### config.mk
export PLATFORM = sky130hd
export DESIGN_NAME = ham_encoder_stream
export DESIGN_NICKNAME = d
export VERILOG_FILES = /design/src/rtl/ham_encoder_stream.sv
export SDC_FILE = /design/constraint.sdc
export NUM_CORES = 1
export LEC_CHECK = 0
export ABC_AREA = 1
export CAP_MARGIN = 30
export CORE_ASPECT_RATIO = 1.25
export CORE_MARGIN = 1.5
export CORE_UTILIZATION = 53
export CTS_CLUSTER_DIAMETER = 50
export CTS_CLUSTER_SIZE = 10
export DETAILED_ROUTE_END_ITERATION = 12
export PLACE_DENSITY = 0.86
export SETUP_SLACK_MARGIN = 0.15
export SLEW_MARGIN = 0
export SYNTH_ARGS = -nofsm -noshare
export SYNTH_HDL_FRONTEND = slang
export SYNTH_SLANG_ARGS = --single-unit
export TNS_END_PERCENT = 1
### constraint.sdc
create_clock -name clk -period 2.1 [get_ports clk]
set_clock_uncertainty 0.2 [all_clocks]
set_input_delay 0.42 -clock clk [delete_from_list [all_inputs] [get_ports clk]]
set_output_delay 0.42 -clock clk [all_outputs]
set_load 0.01 [all_outputs]
### src/rtl/ham_encoder_stream.sv
// Streaming Hamming(7,4) encoder with optional per-word single-bit error injection.
// Codewords are buffered in a small FIFO and presented from its registered head.
//
//  fill state   | meaning
//  FILL_EMPTY   | count == 0, nothing to deliver
//  FILL_PARTIAL | 0 < count < DEPTH, accept and deliver both possible
//  FILL_FULL    | count == DEPTH, only deliver possible

module ham_encoder_stream #(
    parameter int DEPTH = 2,
    parameter int CNT_W = 16
) (
    input  logic             clk,
    input  logic             rst,
    input  logic             in_valid,
    output logic             in_ready,
    input  logic [3:0]       in_data,
    input  logic [2:0]       inj_pos,
    output logic             out_valid,
    input  logic             out_ready,
    output logic [6:0]       out_code,
    output logic             out_injected,
    output logic [CNT_W-1:0] word_cnt,
    output logic [CNT_W-1:0] inj_cnt
);

    localparam int AW = $clog2(DEPTH);
    localparam int CW = AW + 1;

    typedef enum logic [1:0] {
        FILL_EMPTY   = 2'd0,
        FILL_PARTIAL = 2'd1,
        FILL_FULL    = 2'd2
    } fill_state_t;

    fill_state_t     fill_state;
    logic [AW-1:0]   wr_ptr;
    logic [AW-1:0]   rd_ptr;
    logic [CW-1:0]   count;
    logic [6:0]      code_mem [DEPTH];
    logic            inj_mem  [DEPTH];
    logic [6:0]      enc_code;
    logic [6:0]      inj_mask;
    logic            accept;
    logic            deliver;

    // Positions 1,2,4 carry parity; 3,5,6,7 carry d0..d3 (bit p-1 holds position p).
    function automatic logic [6:0] hamming_encode(input logic [3:0] d);
        logic p1, p2, p4;
        p1 = d[0] ^ d[1] ^ d[3];
        p2 = d[0] ^ d[2] ^ d[3];
        p4 = d[1] ^ d[2] ^ d[3];
        return {d[3], d[2], d[1], p4, d[0], p2, p1};
    endfunction

    always_comb begin
        enc_code = hamming_encode(in_data);
        inj_mask = 7'd0;
        if (inj_pos != 3'd0) begin
            inj_mask = 7'd1 << (inj_pos - 3'd1);
        end
    end

    always_comb begin
        fill_state = FILL_PARTIAL;
        if (count == CW'(0)) begin
            fill_state = FILL_EMPTY;
        end else if (count == CW'(DEPTH)) begin
            fill_state = FILL_FULL;
        end
    end

    // No pass-through when full: in_ready depends only on stored occupancy.
    assign in_ready     = !rst && (fill_state != FILL_FULL);
    assign out_valid    = (fill_state != FILL_EMPTY);
    assign accept       = in_valid && in_ready;
    assign deliver      = out_valid && out_ready;
    assign out_code     = code_mem[rd_ptr];
    assign out_injected = inj_mem[rd_ptr];

    always_ff @(posedge clk) begin
        if (rst) begin
            wr_ptr   <= '0;
            rd_ptr   <= '0;
            count    <= '0;
            word_cnt <= '0;
            inj_cnt  <= '0;
            for (int i = 0; i < DEPTH; i++) begin
                code_mem[i] <= 7'd0;
                inj_mem[i]  <= 1'b0;
            end
        end else begin
            if (accept) begin
                code_mem[wr_ptr] <= enc_code ^ inj_mask;
                inj_mem[wr_ptr]  <= (inj_pos != 3'd0);
                wr_ptr           <= wr_ptr + AW'(1);
            end
            if (deliver) begin
                rd_ptr <= rd_ptr + AW'(1);
            end
            case ({accept, deliver})
                2'b10:   count <= count + CW'(1);
                2'b01:   count <= count - CW'(1);
                default: count <= count;
            endcase
            // Statistics saturate rather than wrap.
            if (deliver && (word_cnt != {CNT_W{1'b1}})) begin
                word_cnt <= word_cnt + CNT_W'(1);
            end
            if (deliver && out_injected && (inj_cnt != {CNT_W{1'b1}})) begin
                inj_cnt <= inj_cnt + CNT_W'(1);
            end
        end
    end

endmodule

==> results.txt <==
- The run finished with clean final reports.
- In this run the standard cell core region covers 5405 um^2.
- The final critical path takes up 92.77% of the cycle.
* Leading cell types by total area after synthesis: sky130_fd_sc_hd__dfxtp_1, sky130_fd_sc_hd__edfxtp_1, sky130_fd_sc_hd__nand2_1
- The smallest clock period supported by the final layout is computed as 1.948 ns.
* Cell with the most instances after synthesis: sky130_fd_sc_hd__nand2_1
* Total power of the final layout: 2.169 mW
- The number of global-route vias before repair was 2667.
- In this run the static leakage power is 1.590 nW.
* Data required time of the worst path: 1.48 ns
* Proportion of layout cells with a drive suffix above 1: 11.91%
- Routed via count divided by cell count: 5.094
- Counting the buffers created by CTS gives 5.
- Die boundary width: 69.71 um
- The first global-routing pass estimated 11180 um of wire.
- Count of buffer and inverter cells on the critical path: 1
* Number of failing hold endpoints at the final stage: 0
* Full die area: 6021 um^2
* Worst R2R Setup Slack: 0.24 ns
* Clock tree from TritonCTS: yes
- At the pin with the least slew margin, the transition time is 0.3608 ns.
- I/O pin cnt: 53
* DRT Wirelength: 6504 um
- Adding up every negative setup slack in the final design gives 0 ns.
- After the first detailed-routing iteration, the DRC count stood at 135.
- Worst Path Arrival: 1.33 ns
* Post-detailed-placement half-perimeter wirelength: 4903 um
* Final std cells w/o fill: 551
- Most used standard cells in the synthesized netlist: sky130_fd_sc_hd__nand2_1, sky130_fd_sc_hd__nor2_1, sky130_fd_sc_hd__inv_1
* Flip-flop cell with the highest count after synthesis: sky130_fd_sc_hd__dfxtp_1
- STA classifies the critical path endpoint as an output port.
- After detailed routing, the met3 layer carries 258 um of wire.
- The count of nets left with antenna violations once routing finished came out at 0.
* Normalized max-slew margin: 75.89%
- Clock transition at the register clock pins on the worst setup and hold paths after CTS: 0.10 ns
- Clock group share of total power: 26.6%
* Initial antenna violation count: 0
- Entering global routing, the biggest net connects 30 pins.
- The filler cells instantiated in the layout total 453.
- Buffer depth of the longest clock path: 2
- Vertical extent of the die: 86.38 um
* Flip-flop and latch count after synthesis: 53
- Initial core utilization: 54.54%
* Chain of cells forming the critical path: clkdlybuf4s50_1
- After global routing the overflow that remains totals 0.
- After synthesis, the netlist uses 31 different library cells.
- Setup repair after global routing could not meet its margin everywhere.
* Deepest level of the CTS H-tree: 2
- Tracing the worst setup path back leads to its startpoint at inj_cnt[9].
- Layout Nets: 500
- Hold path depth: 1
- The share of total power dissipated in sequential elements is 54.0%.
* Proportion of register bits with asynchronous set or reset after synthesis: 0%
- Worst IR drop on VDD: 433.0 uV
- Setup slack of the critical path after layout: 0.1518 ns
- # port buffers: 52
* Cell type with the largest total area after synthesis: sky130_fd_sc_hd__dfxtp_1
- Worst R2R Start: count[0]
- Synthesis produced a netlist with a net count of 437.
- For the worst-skew pair, the clock arrives at the later sink with an insertion delay of 0.31 ns.
* CP max FO: 6
- Relative contribution of combinational cells to total power: 19.5%
* Gate Count Post-Synth: 423
- The cell family contributing the most delay on the critical path is buffers and inverters.
- Internal power summed over all cells: 1.535 mW
- Setup Viol. Count Final: 0
- The detailed router put a total of 2697 um of wire on met1.
- The worst setup path is launched from a flip-flop.
- Synth top area share: 25.13%
* Synth-to-Final Area Change: 24.96%
* Largest stage delay on the critical path: 0.58 ns
- Number of clock sinks: 53
- The number of placed instances, taps included, is 543.
* Clock root buffer: sky130_fd_sc_hd__clkbuf_8
- N_diodes: 0
* Footprint of the flip-flops and latches: 1234 um^2
- For this design, the slowest cell found on the critical path is sky130_fd_sc_hd__clkdlybuf4s50_1.
* Average wire length per cell after detail routing: 11.80 um
* Highest metal layer with signal wires: met4
- The detailed router placed 2807 vias in this run.
- Sequential cells were found to cover 41.43% of the synthesized design area.
- Mapped Avg Cell Area: 6.969 um^2
- Once layout is complete, the utilization of the core stands at 68.15%.
- Across the run, the number of max-cap violations was 0.
- Share of total power consumed by net switching: 29.24%
* Stages on worst setup path: 1
* Fin. max-slew vios: 0
- Count of TritonRoute iterations in the first routing pass: 4
- At the end of routability-driven placement, the weighted congestion stood at 0.8706.
* Post-placement setup slack: -0.1109 ns
* Number of warnings reported in the yosys synthesis log: 0
- Max Clk Rate: 513.3 MHz
* Floorplan row count: 30
* Met2 routed wirelength: 3427 um
- The synthesized design contains 16 enable-type register cells.
- Netlist Area Pre-Place: 2948 um^2
- The worst setup path is of the flip-flop to output port kind.
- After detailed routing, the number of remaining DRC violations is 0.
- Summed over all nets, the switching power comes to 634.3 uW.
- The worst register-to-register path has a depth of 8.
- Min-delay src: rd_ptr
- In this run the power density over the cells is 588.9 nW/um^2.
- Multi-input combinational cell area: 1539 um^2
- Hold WC Path Type: flip-flop to flip-flop
- For this run, the total global-route usage over all layers was measured as 22.79%.
==> area by class of cell <==
class / count / area share [%]
multi-input cells: 321 / 41.78
flip-flops and latches: 53 / 33.49
repair buffers: 62 / 15.83
inverters: 43 / 4.450
well taps: 64 / 2.174
clock buffers: 7 / 2.072
clock inverters: 1 / 0.2038
==> worst paths after layout <==
check,endpoint
min,rd_ptr
min reg2reg,rd_ptr
max,inj_cnt[9]
max reg2reg,count[1]
==> through the flow <==
| stage | instance area (um^2) | hold slack [ns] |
|---|---|---|
| 3_5_place_dp | 3592 | 0.2486 |
| 5_1_grt | 3684 | 0.3081 |
| 4_1_cts | 3680 | 0.2634 |
| 3_3_place_gp | 3592 | 0.2358 |
| 6_report | 3684 | 0.2699 |
| 2_1_floorplan | 2952 | 0.2255 |
==> cell usage in the layout, fill, tap and decap left out, types with 4 or more instances in the layout <==
| cell type | count |
|---|---|
| sky130_fd_sc_hd__a21oi_1 | 19 |
| sky130_fd_sc_hd__a21oi_2 | 5 |
| sky130_fd_sc_hd__buf_4 | 10 |
| sky130_fd_sc_hd__clkbuf_8 | 5 |
| sky130_fd_sc_hd__clkdlybuf4s50_1 | 42 |
| sky130_fd_sc_hd__dfxtp_1 | 29 |
| sky130_fd_sc_hd__dfxtp_2 | 7 |
| sky130_fd_sc_hd__dlygate4sd2_1 | 10 |
| sky130_fd_sc_hd__edfxtp_1 | 16 |
| sky130_fd_sc_hd__inv_1 | 38 |
| sky130_fd_sc_hd__inv_2 | 4 |
| sky130_fd_sc_hd__nand2_1 | 118 |
| sky130_fd_sc_hd__nand2_2 | 6 |
| sky130_fd_sc_hd__nand3_1 | 23 |
| sky130_fd_sc_hd__nand4_1 | 5 |
| sky130_fd_sc_hd__nor2_1 | 87 |
| sky130_fd_sc_hd__nor2_2 | 10 |
| sky130_fd_sc_hd__o21ai_0 | 10 |
| sky130_fd_sc_hd__xnor2_1 | 4 |
| sky130_fd_sc_hd__xor2_1 | 11 |
==> metal layers <==
metal  up-vias  global-route usage [%]
li1       1460                       -
met1      1274                   25.20
met2        64                   43.62
met3         9                   4.070
met4         0                   8.217
met5         -                       0
==> power groups by stage <==
stage | Clock, mW | Sequential (mW) | Combinational, mW
finish | 0.577 | 1.17 | 0.422
global route | 0.619 | 1.18 | 0.468
CTS | 0.580 | 1.17 | 0.420
detailed placement | 0 | 1.19 | 0.441
global placement | 0 | 1.18 | 0.423
floorplan | 0 | 1.18 | 0.254
==> registers in the layout, indices dropped and copies added, names as in the netlist, named ones only <==
name	cells
code_mem	14
inj_cnt	16
count	2
rd_ptr	1
wr_ptr	1
inj_mem	2
word_cnt	16
==> what timing repair did <==
action	4_1_cts	5_1_grt
pin swaps	1	0
endpoints found under the hold margin	0	0
hold buffers	0	0
resized for setup	19	2
setup buffers	0	0
endpoints found under the setup margin	14	15
==> cell families (layout without fill, tap and decap cells) <==
| family | Yosys count | count (layout) | share of synthesized area (%) |
|---|---|---|---|
| buffers and inverters | 49 | 113 | 6.749 |
| AOI/OAI and AO/OA | 40 | 40 | 7.470 |
| DFF | 53 | 53 | 41.43 |
| adders and majority gates | 3 | 3 | 1.273 |
| and+or+nand+nor | 263 | 263 | 38.62 |
| xor gates and xnor gates | 15 | 15 | 4.457 |
Note: power is estimated with default switching activity, not from simulation.
